### src/rtl/pipeline_stall_ctrl.sv
// Hazard/stall sequencer for the 5-stage pipeline: per-stage write/flush
// controls, mul/div occupancy counter, memory-wait timeout and stall counter.
module pipeline_stall_ctrl #(
  parameter int MD_LAT      = 8,
  parameter int MEM_TIMEOUT = 64
) (
  input  logic        clk,
  input  logic        reset,
  input  logic [4:0]  IF_ID_RegisterRs,
  input  logic [4:0]  IF_ID_RegisterRt,
  input  logic        IF_ID_UsesRt,
  input  logic        IF_ID_Branch,
  input  logic        Branch_Taken,
  input  logic        Jump,
  input  logic        ID_EX_RegWrite,
  input  logic        ID_EX_MemRead,
  input  logic [4:0]  ID_EX_RegWriteDst,
  input  logic        ID_EX_MulDiv,
  input  logic        EX_MEM_MemRead,
  input  logic [4:0]  EX_MEM_RegWriteDst,
  input  logic        EX_MEM_MemReq,
  input  logic        Mem_Ready,
  output logic        PC_Write,
  output logic        IF_ID_Write,
  output logic        IF_ID_Flush,
  output logic        ID_EX_Write,
  output logic        ID_EX_Flush,
  output logic        EX_MEM_Write,
  output logic        EX_MEM_Flush,
  output logic        MEM_WB_Write,
  output logic [31:0] Stall_Count,
  output logic        Mem_Timeout
);

  localparam int MDW = $clog2(MD_LAT) + 1;
  localparam int WW  = $clog2(MEM_TIMEOUT + 1);
  localparam logic [MDW-1:0] MD_INIT = MDW'(MD_LAT - 1);
  localparam logic [MDW-1:0] MD_ONE  = MDW'(1);
  localparam logic [WW-1:0]  W_MAX   = WW'(MEM_TIMEOUT);
  localparam logic           MD_EN   = (MD_LAT > 1);

  logic [MDW-1:0] md_cnt_q, md_cnt_d;
  logic [WW-1:0]  wait_cnt_q, wait_cnt_d;
  logic [31:0]    stall_q, stall_d;
  logic           tout_q, tout_d;

  logic ex_rs, ex_rt, mem_rs, mem_rt;
  logic mem_freeze, md_stall, load_use;
  logic br_ex, br_mem, redirect;

  assign ex_rs  = (ID_EX_RegWriteDst != 5'd0) &&
                  (ID_EX_RegWriteDst == IF_ID_RegisterRs);
  assign ex_rt  = (ID_EX_RegWriteDst != 5'd0) &&
                  (ID_EX_RegWriteDst == IF_ID_RegisterRt);
  assign mem_rs = (EX_MEM_RegWriteDst != 5'd0) &&
                  (EX_MEM_RegWriteDst == IF_ID_RegisterRs);
  assign mem_rt = (EX_MEM_RegWriteDst != 5'd0) &&
                  (EX_MEM_RegWriteDst == IF_ID_RegisterRt);

  assign mem_freeze = EX_MEM_MemReq & ~Mem_Ready;
  assign md_stall   = (MD_EN && md_cnt_q == '0 && ID_EX_MulDiv) ||
                      (md_cnt_q > MD_ONE);
  assign load_use   = ID_EX_MemRead &
                      (ex_rs | (IF_ID_UsesRt & ex_rt));
  assign br_ex      = IF_ID_Branch & ID_EX_RegWrite & (ex_rs | ex_rt);
  assign br_mem     = IF_ID_Branch & EX_MEM_MemRead & (mem_rs | mem_rt);
  assign redirect   = Branch_Taken | Jump;

  always_comb begin
    PC_Write     = 1'b1;
    IF_ID_Write  = 1'b1;
    IF_ID_Flush  = 1'b0;
    ID_EX_Write  = 1'b1;
    ID_EX_Flush  = 1'b0;
    EX_MEM_Write = 1'b1;
    EX_MEM_Flush = 1'b0;
    MEM_WB_Write = 1'b1;
    if (!reset) begin
      PC_Write = 1'b1;
    end else if (mem_freeze) begin
      PC_Write     = 1'b0;
      IF_ID_Write  = 1'b0;
      ID_EX_Write  = 1'b0;
      EX_MEM_Write = 1'b0;
      MEM_WB_Write = 1'b0;
    end else if (md_stall) begin
      PC_Write     = 1'b0;
      IF_ID_Write  = 1'b0;
      ID_EX_Write  = 1'b0;
      EX_MEM_Flush = 1'b1;
    end else if (load_use | br_ex | br_mem) begin
      PC_Write    = 1'b0;
      IF_ID_Write = 1'b0;
      ID_EX_Flush = 1'b1;
    end else if (redirect) begin
      IF_ID_Flush = 1'b1;
    end
  end

  // The mul/div unit keeps counting through a freeze; only the final
  // release step waits for the pipeline to move.
  always_comb begin
    md_cnt_d = md_cnt_q;
    if (md_cnt_q == '0) begin
      if (MD_EN && ID_EX_MulDiv && !mem_freeze) md_cnt_d = MD_INIT;
    end else if (md_cnt_q > MD_ONE) begin
      md_cnt_d = md_cnt_q - MD_ONE;
    end else if (!mem_freeze) begin
      md_cnt_d = '0;
    end
  end

  always_comb begin
    wait_cnt_d = '0;
    if (mem_freeze) begin
      wait_cnt_d = (wait_cnt_q == W_MAX) ? wait_cnt_q
                                         : wait_cnt_q + WW'(1);
    end
    tout_d  = tout_q | (wait_cnt_d == W_MAX);
    stall_d = stall_q;
    if (!PC_Write && stall_q != 32'hFFFF_FFFF) stall_d = stall_q + 32'd1;
  end

  always_ff @(posedge clk) begin
    if (!reset) begin
      md_cnt_q   <= '0;
      wait_cnt_q <= '0;
      stall_q    <= '0;
      tout_q     <= 1'b0;
    end else begin
      md_cnt_q   <= md_cnt_d;
      wait_cnt_q <= wait_cnt_d;
      stall_q    <= stall_d;
      tout_q     <= tout_d;
    end
  end

  assign Stall_Count = stall_q;
  assign Mem_Timeout = tout_q;

endmodule

### config.mk
export PLATFORM = sky130hd
export DESIGN_NAME = pipeline_stall_ctrl
export DESIGN_NICKNAME = d
export VERILOG_FILES = /design/src/rtl/pipeline_stall_ctrl.sv
export SDC_FILE = /design/constraint.sdc
export NUM_CORES = 1
export LEC_CHECK = 0
export BUFFER_PORTS_ARGS = -buffer_cell sky130_fd_sc_hd__buf_2
export CAP_MARGIN = 40
export CORE_UTILIZATION = 45
export CTS_BUF_LIST = sky130_fd_sc_hd__clkbuf_8
export CTS_CLUSTER_DIAMETER = 30
export CTS_CLUSTER_SIZE = 16
export DETAILED_ROUTE_END_ITERATION = 10
export GPL_ROUTABILITY_DRIVEN = 0
export GPL_TIMING_DRIVEN = 0
export PLACE_DENSITY_LB_ADDON = 0.2
export SLEW_MARGIN = 20
export SYNTH_ARGS = -nofsm -noshare
export SYNTH_HDL_FRONTEND = slang
export SYNTH_SLANG_ARGS = --single-unit
### constraint.sdc
create_clock -name clk -period 3.9 [get_ports clk]
set_input_delay 0.585 -clock clk [delete_from_list [all_inputs] [get_ports clk]]
set_output_delay 0.585 -clock clk [all_outputs]
set_load 0.02 [all_outputs]
==> results of run 1 <==
[final timing paths]
path                                        end            startpoint  slack, ns
worst max-delay path                   PC_Write  ID_EX_RegWriteDst[4]       1.04
worst min-delay path                Mem_Timeout           Mem_Timeout       0.50
worst max register to register  Stall_Count[20]           md_cnt_q[0]       1.43
worst min register to register      Mem_Timeout           Mem_Timeout       0.50
[placed cells by master, fill, tap and decap left out, drive strengths merged, types with 13 or more instances in the layout]
master  instances
clkbuf         15
inv            13
xor2           28
buf            78
or3            13
nand3          14
o21ai          17
nand2          22
nor2           24
a21oi          27
dfxtp          44
[worst max-delay path: cells and delay by family]
kind | cells | cell delay [ns]
xor gates and xnor gates | 1 | 0.16
buffers and inverters | 3 | 0.43
AOI/OAI and AO/OA | 3 | 0.85
and+or+nand+nor | 1 | 0.24
[per-stage QoR]
step                      hold WS (ns)  instances  power, mW  setup slack, ns
final                            0.498        473       1.35             1.04
after CTS                        0.501        473       1.36             1.02
after detailed placement         0.488        465       1.01             1.02
after global placement           0.466        464       1.00            0.904
after global routing             0.514        473       1.43            0.836
after floorplan                  0.478        321      0.868            0.968
[layer usage]
layer	wire length, µm	part of all wire	vias up	GRT usage
met5	0	0	-	0
met4	88	0.014	0	0.0833
met3	235	0.037	7	0.0384
met2	2980	0.47	50	0.341
met1	3100	0.48	1220	0.274
li1	-	-	1345	-
[cells by family (layout without fill, tap and decap cells)]
kind of cell / Yosys count / count (layout) / share of synthesized area
and+or+nand+nor: 134 / 134 / 0.278
AOI/OAI and AO/OA: 74 / 74 / 0.185
DFF: 44 / 44 / 0.338
xor gates and xnor gates: 30 / 30 / 0.101
buffers and inverters: 28 / 108 / 0.0500
adders and majority gates: 6 / 6 / 0.0288
muxes: 5 / 5 / 0.0192
[cell type report]
class / instances / area share
Multi-Input combinational cell: 249 / 0.504
Sequential cell: 44 / 0.278
Timing Repair Buffer: 72 / 0.114
Tap cell: 72 / 0.0285
Buffer: 16 / 0.0269
Clock buffer: 5 / 0.0218
Inverter: 12 / 0.0142
Clock inverter: 3 / 0.0123
[state kept, by name (all words and copies together), names as in the netlist]
signal / flops
Mem_Timeout: 1
Stall_Count: 32
md_cnt_q: 4
wait_cnt_q: 7
[power by group through the flow]
| stage | combinational (mW) | clock (mW) | sequential [mW] |
|---|---|---|---|
| after floorplan | 0.338 | 0 | 0.530 |
| after global placement | 0.483 | 0 | 0.521 |
| after detailed placement | 0.490 | 0 | 0.522 |
| after CTS | 0.490 | 0.356 | 0.512 |
| after global routing | 0.542 | 0.376 | 0.517 |
| final | 0.488 | 0.349 | 0.512 |
==> run summary, run 1 <==
The run gives 0 as the max-cap check violation count. The root buffer cell chosen for the clock tree is sky130_fd_sc_hd__clkbuf_8. At the worst endpoint, the arrival time is 2.27 ns. The share of the synthesized area in the top cell type works out to 0.338.

The floorplan step defined a core boundary enclosing 5540 µm². Dividing total power by cell area gives a power density of 427 nW/µm². The core utilization of the finished layout is 0.571, and the combined global-route utilization of all metal layers is 0.210. The tools report the peak supply drop as 0.000268 V.

For the worst-skew pair, the clock arrives at the later sink with an insertion delay of 0.30 ns. The run gives 0.00235 ns as the worst setup skew after layout. The run finished with clean final reports. The register area share after synthesis came out at 0.338.

The routed via count divided by cell count is 5.54, and the average cell area after synthesis is 8.12 µm². The floorplan step defined a die boundary enclosing 6100 µm². The run gives 0 as the remaining global-route overflow. The synthesized netlist contains 45 unique library cells. The classification of the worst setup path is input pin to output pin. After detailed placement, the total cell area comes to 3060 µm². Setup repair after global routing left no endpoint under its margin. The critical path goes through buf_2 -> xor2_1 -> nor4_2 -> a22oi_1 -> o32ai_4 -> o21ai_0 -> buf_4 -> buf_2. The post-CTS setup-driven buffer insertion count is 0, and the leakage power total is 1.23 nW.

The number of gates resized after CTS came out at 0. By area the synthesized netlist is led by sky130_fd_sc_hd__dfxtp_1, sky130_fd_sc_hd__xor2_1, sky130_fd_sc_hd__a21oi_1. The first global-routing pass estimated 10.3 mm of wire.

The share of async-settable or async-resettable flops after synthesis came out at 0. Among all stages on the critical path, the largest delay is contributed by sky130_fd_sc_hd__o32ai_4. Sum of negative setup slack: 0 ns.

The vertical die dimension was 78.1 µm. Most prevalent standard cell on the critical path: sky130_fd_sc_hd__buf_2. The internal portion of the total power is 847 µW. TritonCTS built the clock tree.

The sum of net half-perimeters after detailed placement came out at 4.77 mm. Clock-pin slew was measured on the worst setup and hold paths at 0.08 ns. The filler cells instantiated in the layout total 545.

The number of remaining DRC errors was 0. The cell count after synthesis came out at 321. In this run, CTS created clock tree buffers numbering 5. For the post-synthesis cell area, the log shows 2600 µm². The average wire per standard cell is 13.5 µm. Sequential power share: 0.379.

The I/O pin count was 73; the synthesis-to-layout area growth was 21.4%. For the number of global-route vias before repair, the log shows 2285. The tools report the fraction of power consumed by the clock network as 0.259. The footprint of the multi-input gates was 1590 µm².

The initial cell density of the core is 0.470. The worst setup path is launched from an input pin. The cell with the most instances after synthesis is sky130_fd_sc_hd__dfxtp_1. For the initial detailed-routing violation count, the log shows 95. Yosys mapped a number of flops with a built-in enable equal to 0. The quantity of hold-fixing buffers added after cts came out at 0. Measured in cells, the most critical reg-to-reg path has a length of 9. The total of buffers placed on input and output ports came out at 71. The H-tree generated during clock tree synthesis spans 2 levels. The detailed-routing iteration count for the pre-antenna-repair pass is 4, and the net switching power figure is 503 µW. The tightest min-delay check is of the flop to flop type. The largest single stage delay on the critical path is 0.52 ns.

For the count of final hold-check violations, the log shows 0. Setup violations remaining at the end of the flow were counted as 0. The critical path data required time is 3.31 ns. The floorplan has 27 rows. The share of the cycle needed by the critical path after routing is 0.732, and the maximum frequency from static timing analysis is 0.350 GHz. After synthesis, the most frequently instantiated cells are sky130_fd_sc_hd__dfxtp_1, sky130_fd_sc_hd__xor2_1, sky130_fd_sc_hd__a21oi_1.

The proportion of total power due to net switching was 0.373; the tightest slew margin relative to the limit was 0.593. The area of all sequential standard cells was 881 µm²; the largest driver fanout on the critical path was 9. The worst hold path passes through 2 cells.

After synthesis the netlist holds a flip-flop and latch count of 44. 0 antenna diodes ended up in the layout. The worst path in the final design needs a cycle of 2.86 ns, including I/O delays and setup.

Initial antenna violation count: 0. For this design, the sink count on the clock tree is 44. For this run, the leading register cell type out of synthesis is sky130_fd_sc_hd__dfxtp_1. The width of the die came out at 78.1 µm.

After detailed routing, the total wire length is 6.40 mm. The share of final-layout standard cells stronger than drive strength 1 came out at 0.232. The combinational share of power was 0.362. The largest total area in the synthesized netlist belongs to sky130_fd_sc_hd__dfxtp_1. With fillers left out, the area of the finished cells amounts to 3160 µm². In the final design database the tool counted 438 nets.

The largest net degree at the start of global routing is 14, and the number of max-slew violations in the final report is 0. Across all layers, the routed design uses 2622 vias. Once detail routing completed, the nets flagged for antenna violations numbered 0. The tools report the endpoint kind of the worst setup timing path as an output pin.

During synthesis, Yosys emitted a total of 0 warnings. The maximum clock insertion buffer count was 2; the slew at the pin closest to its max-slew limit was 0.605 ns. The run gives 359 as the number of nets in the synthesized netlist.
Power figures use the tool's default switching activity.
==> run 2, diff against run 1 <==
==> constraint.sdc (replaced) <==
create_clock -name clk -period 2.52 [get_ports clk]
set_input_delay 0.378 -clock clk [delete_from_list [all_inputs] [get_ports clk]]
set_output_delay 0.378 -clock clk [all_outputs]
set_load 0.02 [all_outputs]
==> run 2 against run 1 <==
  * Clock-buffer cell count did not move
  * Cell count unchanged
  * Critical path depth is 2 lower
  * Sequential power increased by 55%
  * Cell area increased by 1.0%
  * Register-to-register slack got worse by 1.3 ns
  * Clock power up 55%
  * Die area stayed put
  * Sequential share of layout area fell by 0.28 points
  * Clock skew fell by 0.0012 ns
  * Combinational power is 58% higher
  * Hold slack worse by 0.064 ns
  * Critical path type unchanged
  * Highest routed layer unchanged
==> run summary, run 2 (synthesis results as in run 1) <==
The flow ran to the end, and the final reports show no timing, DRC or antenna violations. The post-placement cell area was 3060 µm² (unchanged); the number of flip-flops under the largest register name was 32 (unchanged). Arrival time reported for the critical path endpoint: 2.05 ns (was 2.27 ns). The setup slack at placement was -0.152 ns (was 1.02 ns). The logs give 96 (was 95) for the initial detailed-routing violation count and 2.14 ns (was 3.31 ns) for the critical path data required time. The final net count is 438 (unchanged), and the aggregate routed wire length is 6.52 mm (was 6.40 mm).

For the clock sink total, the log shows 44 (unchanged). The endpoint of the worst register-to-register path is Stall_Count[0] (was Stall_Count[20]). The tools report the endpoint of the worst setup timing path as IF_ID_Flush (was PC_Write).

The initial antenna violation count was 0 (unchanged). Commonest cells after routing, fill and taps aside: sky130_fd_sc_hd__buf_2, sky130_fd_sc_hd__dfxtp_1, sky130_fd_sc_hd__xor2_1, sky130_fd_sc_hd__a21oi_1, sky130_fd_sc_hd__nor2_1 (unchanged). The area of all sequential standard cells is 881 µm² (unchanged), and the peak supply drop is 0.000415 V (was 0.000268 V). Worst hold-check path type: input pin to flop (was flop to flop). For the quantity of hold-fixing buffers added after cts, the log shows 0 (unchanged). The overall via count from detail_route is 2624 (was 2622), and the initial cell density of the core is 0.470 (unchanged). The sequential power share was 0.376 (was 0.379). The core utilization of the finished layout came out at 0.577 (was 0.571). The endpoint kind of the worst setup timing path is an output pin (unchanged).

Detailed-routing iteration count for the pre-antenna-repair pass: 4 (unchanged). For the worst setup skew after layout, the log shows 0.00118 ns (was 0.00235 ns). Largest driver fanout on the critical path: 7 (was 9).

The largest net degree at the start of global routing was 14 (unchanged). The width of the die works out to 78.1 µm (unchanged). Number of remaining DRC errors: 0 (unchanged). The I/O pin count is 73 (unchanged), and the number of diodes is 0 (unchanged).

The logs give 0.31 ns (was 0.30 ns) for the source-to-sink clock delay at the later pin of the worst-skew pair and 0 (unchanged) for the remaining global-route overflow. Total core area: 5540 µm² (unchanged). Number of cells on the worst reg-to-reg path: 9 (unchanged). The number of global-route vias before repair is 2284 (was 2285), and the number of buffers created by CTS is 5 (unchanged). The count of final hold-check violations came out at 0 (unchanged). The classification of the worst setup path was input pin to output pin (unchanged). The sum of net half-perimeters after detailed placement is 4.77 mm (unchanged), and the minimum clock period after layout is 2.43 ns. The number of fill cells in the layout is 541 (was 545), and the total of buffers placed on input and output ports is 71 (unchanged).

The proportion of total power due to net switching was 0.373 (about the same); the power density over cell area was 660 nW/µm² (was 427 nW/µm²). The count of endpoints failing setup in the final report was 0 (unchanged); the vertical die dimension was 78.1 µm (unchanged). The maximum frequency from static timing analysis is 0.412 GHz, and the remaining antenna violation count is 0 (unchanged).

Most common cell after layout, fill and taps aside: sky130_fd_sc_hd__buf_2 (unchanged). The number of max-slew violations in the final report was 0 (unchanged). The net switching power figure was 786 µW (was 503 µW). The share of the cycle needed by the critical path after routing was 0.963. The cell chosen for the clock root was sky130_fd_sc_hd__clkbuf_8 (unchanged). The type of origin of the critical path is an input pin (unchanged).

The synthesis-to-layout area growth was 22.7% (was 21.4%); the wire length of the first global-routing pass was 10.3 mm (about the same). The leakage power total was 1.25 nW (was 1.23 nW). The run gives 0.257 (was 0.259) as the fraction of power consumed by the clock network. The clock transition time at the flip-flop clock pins of the worst setup and hold paths was 0.08 ns (about the same). Average wire per standard cell: 13.8 µm (was 13.5 µm).

The tools report the tightest slew margin relative to the limit as 0.646 (was 0.593). The run gives 2 (unchanged) as the total number of H-tree levels. The combinational share of power is 0.367 (was 0.362), and the cell internal power dissipation is 1.32 mW (was 847 µW).

For the maximum clock insertion buffer count, the log shows 2 (unchanged). Cell row count: 27 (unchanged). The critical register-to-register path startpoint is Stall_Count[3] (was md_cnt_q[0]).

The tools report the launching instance or port of the critical path as EX_MEM_RegWriteDst[1] (was ID_EX_RegWriteDst[4]). The share of final-layout standard cells stronger than drive strength 1 is 0.247 (was 0.232). The final instance area was 3200 µm² (was 3160 µm²).

The register-to-register setup slack was 0.15 ns (was 1.43 ns). The slew at the pin closest to its max-slew limit is 0.531 ns (was 0.605 ns), and the minimum setup slack in the final design is 0.0936 ns (was 1.04 ns). The logs give 0.210 (unchanged) for the combined global-route utilization of all metal layers and 1620 µm² (was 1590 µm²) for the footprint of the multi-input gates.

The max-cap check violation count was 0 (unchanged). TritonCTS built the clock tree. The die outline area is 6100 µm² (unchanged).

The routed via count divided by cell count was 5.55 (was 5.54).
[run 2: cell count changes in the layout (fill, tap and decap cells not counted), sizes merged]
cell	before	now
clkbuf	15	14
buf	78	79
[run 2: worst max-delay path, stage by stage]
cell                       delay (ns)
sky130_fd_sc_hd__buf_2           0.12
sky130_fd_sc_hd__or4_1           0.56
sky130_fd_sc_hd__o211ai_1        0.28
sky130_fd_sc_hd__o32ai_4         0.21
sky130_fd_sc_hd__nor4_2          0.29
sky130_fd_sc_hd__buf_2           0.22
[run 2: final cells by class]
type | instances | area share
Multi-Input combinational cell | 249 | 0.508
Sequential cell | 44 | 0.276
Timing Repair Buffer | 73 | 0.115
Tap cell | 72 | 0.0282
Buffer | 15 | 0.0255
Clock buffer | 5 | 0.0215
Inverter | 12 | 0.0141
Clock inverter | 3 | 0.0121
[run 2: timing repair]
item | 4_1_cts | 5_1_grt
endpoints found under the setup margin | 2 | 11
buffers inserted | 0 | 1
gates resized for setup | 1 | 6
pin swaps | 0 | 1
hold endpoints to repair | 0 | 0
[run 2: through the flow]
step | TNS (ns) | instances | hold WS [ns] | power (mW)
2_1_floorplan | 0 | 321 | 0.478 | 1.34
3_3_place_gp | -1.98 | 464 | 0.466 | 1.55
3_5_place_dp | -1.51 | 465 | 0.488 | 1.57
4_1_cts | 0 | 472 | 0.422 | 2.10
5_1_grt | -0.00985 | 473 | 0.434 | 2.24
6_report | 0 | 473 | 0.434 | 2.11
[run 2: layer usage]
layer  global-route usage  part of all wire  vias up
met5                    0                 0        -
met3               0.0384             0.037        9
met2                0.340              0.46       57
met1                0.275              0.48     1214
met4               0.0833             0.015        0
li1                     -                 -     1344
[run 2: how the worst min path moves through the flow]
stage,slack (ns),start,end,depth (start not counted)
after floorplan,0.48,md_cnt_q[1],md_cnt_q[1],2
after detailed placement,0.49,Mem_Timeout,Mem_Timeout,2
final,0.43,ID_EX_MulDiv,md_cnt_q[2],3
after global placement,0.47,Mem_Timeout,Mem_Timeout,2
after CTS,0.42,ID_EX_MulDiv,md_cnt_q[2],3
after global routing,0.43,ID_EX_MulDiv,md_cnt_q[2],3
[run 2: power by group through the flow]
| stage | registers (mW) | clock network [mW] | logic [mW] |
|---|---|---|---|
| after floorplan | 0.820 | 0 | 0.523 |
| after global placement | 0.806 | 0 | 0.747 |
| after detailed placement | 0.808 | 0 | 0.758 |
| after CTS | 0.792 | 0.551 | 0.757 |
| after global routing | 0.801 | 0.582 | 0.854 |
| final | 0.793 | 0.542 | 0.773 |
